--- config.mk ---
export PLATFORM = sky130hd
export DESIGN_NAME = cla_acc_seq
export DESIGN_NICKNAME = d
export VERILOG_FILES = /design/src/rtl/cla_acc_seq.sv
export SDC_FILE = /design/constraint.sdc
export NUM_CORES = 1
export LEC_CHECK = 0
export BUFFER_PORTS_ARGS = -buffer_cell sky130_fd_sc_hd__buf_2
export CAP_MARGIN = 20
export CORE_MARGIN = 2
export CORE_UTILIZATION = 47
export DETAILED_ROUTE_END_ITERATION = 6
export HOLD_SLACK_MARGIN = 0.06
export PLACE_DENSITY = 0.88
export SYNTH_ARGS = -nofsm -noshare
export SYNTH_HDL_FRONTEND = slang
export SYNTH_SLANG_ARGS = --single-unit
--- constraint.sdc ---
create_clock -name clk -period 4.18 [get_ports clk]
set_input_delay 0.627 -clock clk [delete_from_list [all_inputs] [get_ports clk]]
set_output_delay 0.627 -clock clk [all_outputs]
set_load 0.05 [all_outputs]
--- src/rtl/cla_acc_seq.sv ---
// Sequential multi-operand accumulator wrapped around a 32-bit carry-lookahead adder.
// One operand per cycle is folded into acc; the result is offered over valid/ready.
module cla_acc_seq #(
  parameter int CNT_W   = 8,
  parameter int CARRY_W = 8
) (
  input  logic               clk,
  input  logic               rst,
  input  logic               start,
  input  logic [CNT_W-1:0]   len,
  input  logic [31:0]        init,
  input  logic               in_valid,
  input  logic [31:0]        in_data,
  output logic               in_ready,
  output logic               out_valid,
  input  logic               out_ready,
  output logic [31:0]        out_sum,
  output logic [CARRY_W-1:0] out_carries,
  output logic               busy
);

  typedef enum logic [1:0] {IDLE, ACC, DONE} state_t;

  state_t             state, state_nxt;
  logic [31:0]        acc;
  logic [CARRY_W-1:0] carries;
  logic [CNT_W-1:0]   remaining;
  logic [32:0]        cla_res;

  // 4-bit group lookahead: group carries are resolved first, then bit carries inside each group.
  function automatic logic [32:0] cla_32(input logic [31:0] a, input logic [31:0] b,
                                         input logic cin);
    logic [31:0] g, p;
    logic [32:0] c;
    logic [7:0]  gg, gp;
    logic [8:0]  gc;
    g     = a & b;
    p     = a ^ b;
    gc[0] = cin;
    for (int k = 0; k < 8; k++) begin
      gg[k] = 1'b0;
      gp[k] = 1'b1;
      for (int j = 0; j < 4; j++) begin
        gg[k] = g[4*k+j] | (p[4*k+j] & gg[k]);
        gp[k] = gp[k] & p[4*k+j];
      end
      gc[k+1] = gg[k] | (gp[k] & gc[k]);
    end
    c = '0;
    for (int k = 0; k < 8; k++) begin
      c[4*k] = gc[k];
      for (int j = 0; j < 3; j++) begin
        c[4*k+j+1] = g[4*k+j] | (p[4*k+j] & c[4*k+j]);
      end
    end
    c[32] = gc[8];
    return {c[32], p ^ c[31:0]};
  endfunction

  function automatic logic [CARRY_W-1:0] sat_inc(input logic [CARRY_W-1:0] cnt,
                                                 input logic inc);
    if (inc && !(&cnt)) return cnt + CARRY_W'(1);
    return cnt;
  endfunction

  assign cla_res = cla_32(acc, in_data, 1'b0);

  always_comb begin
    state_nxt = state;
    case (state)
      IDLE: if (start) state_nxt = (len != '0) ? ACC : DONE;
      ACC:  if (in_valid && remaining == CNT_W'(1)) state_nxt = DONE;
      DONE: if (out_ready) state_nxt = IDLE;
      default: state_nxt = IDLE;
    endcase
  end

  always_ff @(posedge clk or posedge rst) begin
    if (rst) state <= IDLE;
    else     state <= state_nxt;
  end

  // Accumulator stage: acc only moves on start in IDLE or an operand handshake in ACC.
  always_ff @(posedge clk or posedge rst) begin
    if (rst) begin
      acc       <= '0;
      carries   <= '0;
      remaining <= '0;
    end else begin
      case (state)
        IDLE: if (start) begin
          acc       <= init;
          carries   <= '0;
          remaining <= len;
        end
        ACC: if (in_valid) begin
          acc       <= cla_res[31:0];
          carries   <= sat_inc(carries, cla_res[32]);
          remaining <= remaining - CNT_W'(1);
        end
        default: ;
      endcase
    end
  end

  assign in_ready    = (state == ACC);
  assign out_valid   = (state == DONE);
  assign busy        = (state != IDLE);
  assign out_sum     = acc;
  assign out_carries = carries;

endmodule

==> impl_metrics.ini <==
[worst_setup_path]
cp-endpoint = out_sum[30]
cp-start-kind = flip-flop
reg2reg_slack_ns = -0.09
worst-setup-path-type = reg -> reg
crit_path_max_fanout = 3
worstPathArrival_ns = 4.49
worstSetupEndpointType = flip-flop
worst_ep_required_time_ns = 4.40
rr_startpoint = out_sum[0]
cp-startpoint = out_sum[0]
reg2reg_to = out_sum[30]
r2r_cells = 16

[die]
start_util = 0.492
core_area_sq_um = 7810
die_h_um = 94.4
die-area_sq_um = 8910
die_w_um = 94.4
num_rows = 32
ios = 120

[pwr]
static-leakage-power_nw = 2.23
ir_drop_v = 0.000446
combPwrFrac = 0.688
power.switching_mw = 2.28
p_seq_frac = 0.237
clkPwrFrac = 0.074
p_per_area_nw_per_um2 = 851
power.internal_mw = 1.84
swShare = 0.554

[sta]
finalHoldViolCount = 0
layout_setup_ws_ns = -0.0857
tightest_slew_ns = 0.769
fin_crit_ns = 4.27
holdWs_ns = 0.298
fmax_mhz = 234
max_slew_margin = 0.486
drv_slew = 0
min_period_over_period = 1.02
fin_skew_ns = 0.00388
finalSetupTns_ns = -0.167
setup_viol = 4
rsz0062_at_grt = true

[clock_network]
clock_latency_ns = 0.31
clkTransAtPathRegs_ns = 0.10
root_buffer = clkbuf_8
cts_sinks = 50
cts_tree = done
cts_buffers = 5
htree_levels = 2
hold_buffers = 0
cts_buffer_depth = 2

[yosys]
synth_cell_types = 45
synth_enable_flop_cells = 0
ys_ff_latch = 50
syn_area_sq_um = 3840
synth_ff_type = dfrtp_1
syn_avg_cell_area_sq_um = 8.63
yosys_warnings = 0
ys_seq_area_frac = 0.326
syn_inst = 445
syn_nets = 578
async_reset_ff_frac = 1.00

[global_route]
grt_use_met3 = 0.0471
grtUsageMet2 = 0.446
grt_busiest_layer = met2
grt_pass1_wl_mm = 18.0
grt_max_degree = 50
grt_pass1_vias = 3937
use_met1 = 0.313
grt_usage = 0.256
grt_antenna_before_repair = 1
grt_overflow = 0

[routing]
drtIter0Drc = 150
wl_per_cell_um = 16.1
wl_mm = 10.9
avgViaCountPerCell = 5.66
via_count = 3823
drtAntennaViolNets = 0
drcViolationCount = 0
firstDrtPassIters = 5

[place]
hpwlAfterDp_mm = 7.84
routabilityCongestion = 0.905
placed_area_sq_um = 4610
port_buffers = 119

[run_status]
violations = negative setup slack
outcome = finished with violations

[finish]
synthToLayoutAreaGrowth_pct = 25.8
drive_gt1_frac = 0.308
final_net_count = 704
nFillCells = 683
fin_util = 0.619
design_area_sq_um = 4830

[flow_run]
cap_violations = 0

[worst_hold_path]
hp-class = in -> async
## synth_stat cells (3+ instances only)
cell type  count  share of area
o211ai_1       8          0.016
a21oi_1       33          0.043
or2_2          3         0.0049
nor2_1        43          0.042
xnor2_1        7          0.016
a21o_1         4         0.0078
ha_1          32           0.10
nand2_1       92          0.090
dfrtp_1       50           0.33
inv_1         11          0.011
fa_1          24           0.13
o21ai_0       26          0.034
nor2b_1        3         0.0049
clkbuf_1      15          0.015
nand3_1       15          0.020
nand2b_1       3         0.0049
nand4_1        5         0.0081
or3_1          4         0.0065
o31ai_1        4         0.0078
a31oi_1       27          0.044
buf_1          4         0.0039
nor3_1         3         0.0039
## power groups by stage
stage          sequential (mW)  clock (mW)  combinational, mW
2_1_floorplan             1.49           0               1.43
3_3_place_gp             0.966           0               2.49
3_5_place_dp             0.983           0               2.61
4_1_cts                  0.975       0.313               2.83
5_1_grt                   1.03       0.333               3.12
6_report                 0.977       0.306               2.83
## cell type report
cell class	count	area, sq um	area share
Antenna cell	2	5.00	0.00104
Clock inverter	1	5.00	0.00104
Clock buffer	7	86.3	0.0179
Multi-Input combinational cell	361	2520	0.521
Tap cell	102	128	0.0264
Sequential cell	50	1250	0.259
Inverter	12	45.0	0.00932
Timing Repair Buffer	141	792	0.164
## layer usage
layer	routed length (um)	part of all wire
met1	4330	0.40
met2	5410	0.50
met3	778	0.072
met4	337	0.031
met5	0	0
## metrics by stage
step | power (mW) | cells | worst slack, ns
after CTS | 4.12 | 677 | -0.0547
final | 4.12 | 676 | -0.0857
after floorplan | 2.92 | 445 | -0.325
after detailed placement | 3.60 | 652 | -0.551
after global routing | 4.48 | 675 | -0.236
after global placement | 3.45 | 650 | -0.483
## worst min path at each step
stage,start,end,slack [ns],cells past startpoint
6_report,rst,remaining[7],0.30,2
5_1_grt,rst,remaining[7],0.31,2
4_1_cts,rst,remaining[7],0.30,2
3_5_place_dp,remaining[5],remaining[5],0.50,1
3_3_place_gp,out_sum[27],out_sum[27],0.49,2
2_1_floorplan,remaining[5],remaining[5],0.48,1
## cells in the final DEF, fill, tap and decap left out, types with 2 or more instances in the layout
cell type and count:
nor3_1 3, nand3_1 15, nand2_1 92, nand4_1 5, buf_12 2, o31ai_1 4
or3_1 4, nor2b_1 3, xnor2_1 6, buf_4 20, inv_2 3, clkbuf_8 6
a31oi_1 26, dfrtp_1 49, nor2_1 42, diode_2 2, a21oi_1 33, and3_1 2
inv_1 9, fa_2 10, or2_2 3, a21o_1 4, o21ai_0 24, ha_1 31
fa_1 14, o211ai_1 8, nor4_1 2, buf_2 118, or2b_1 2, o21ai_1 3
o22a_1 2, and4_1 2, nand2b_1 2
## repair_timing
action,4_1_cts,5_1_grt
setup buffers,17,1
gates resized for setup,10,1
setup endpoints to repair,8,13
hold endpoints to repair,0,0
pin swaps,10,4
## registers in the layout, indices dropped and copies added (netlist names)
signal and count:
remaining 8, state 2, out_carries 8, out_sum 32
## logic make-up after synthesis
kind of cell	share of synthesized area
mux	0.00261
fa+ha+maj	0.229
compound gates	0.186
simple gates	0.204
buf+inv	0.0365
flops	0.326
xor+xnor	0.0160
## critical path, cell delays in order (launching register included)
cell and delay [ns]:
dfrtp_2 0.44, ha_4 0.16, fa_2 0.34, fa_2 0.35, fa_2 0.37, a211oi_2 0.21, o21ai_2 0.09, nand2_1 0.09
o211ai_1 0.11, a31oi_2 0.25, inv_2 0.09, a21o_1 0.18, fa_2 0.34, fa_2 0.35, fa_2 0.54, nand2_1 0.06
a31oi_1 0.22
(Power assumes the default switching activity.)
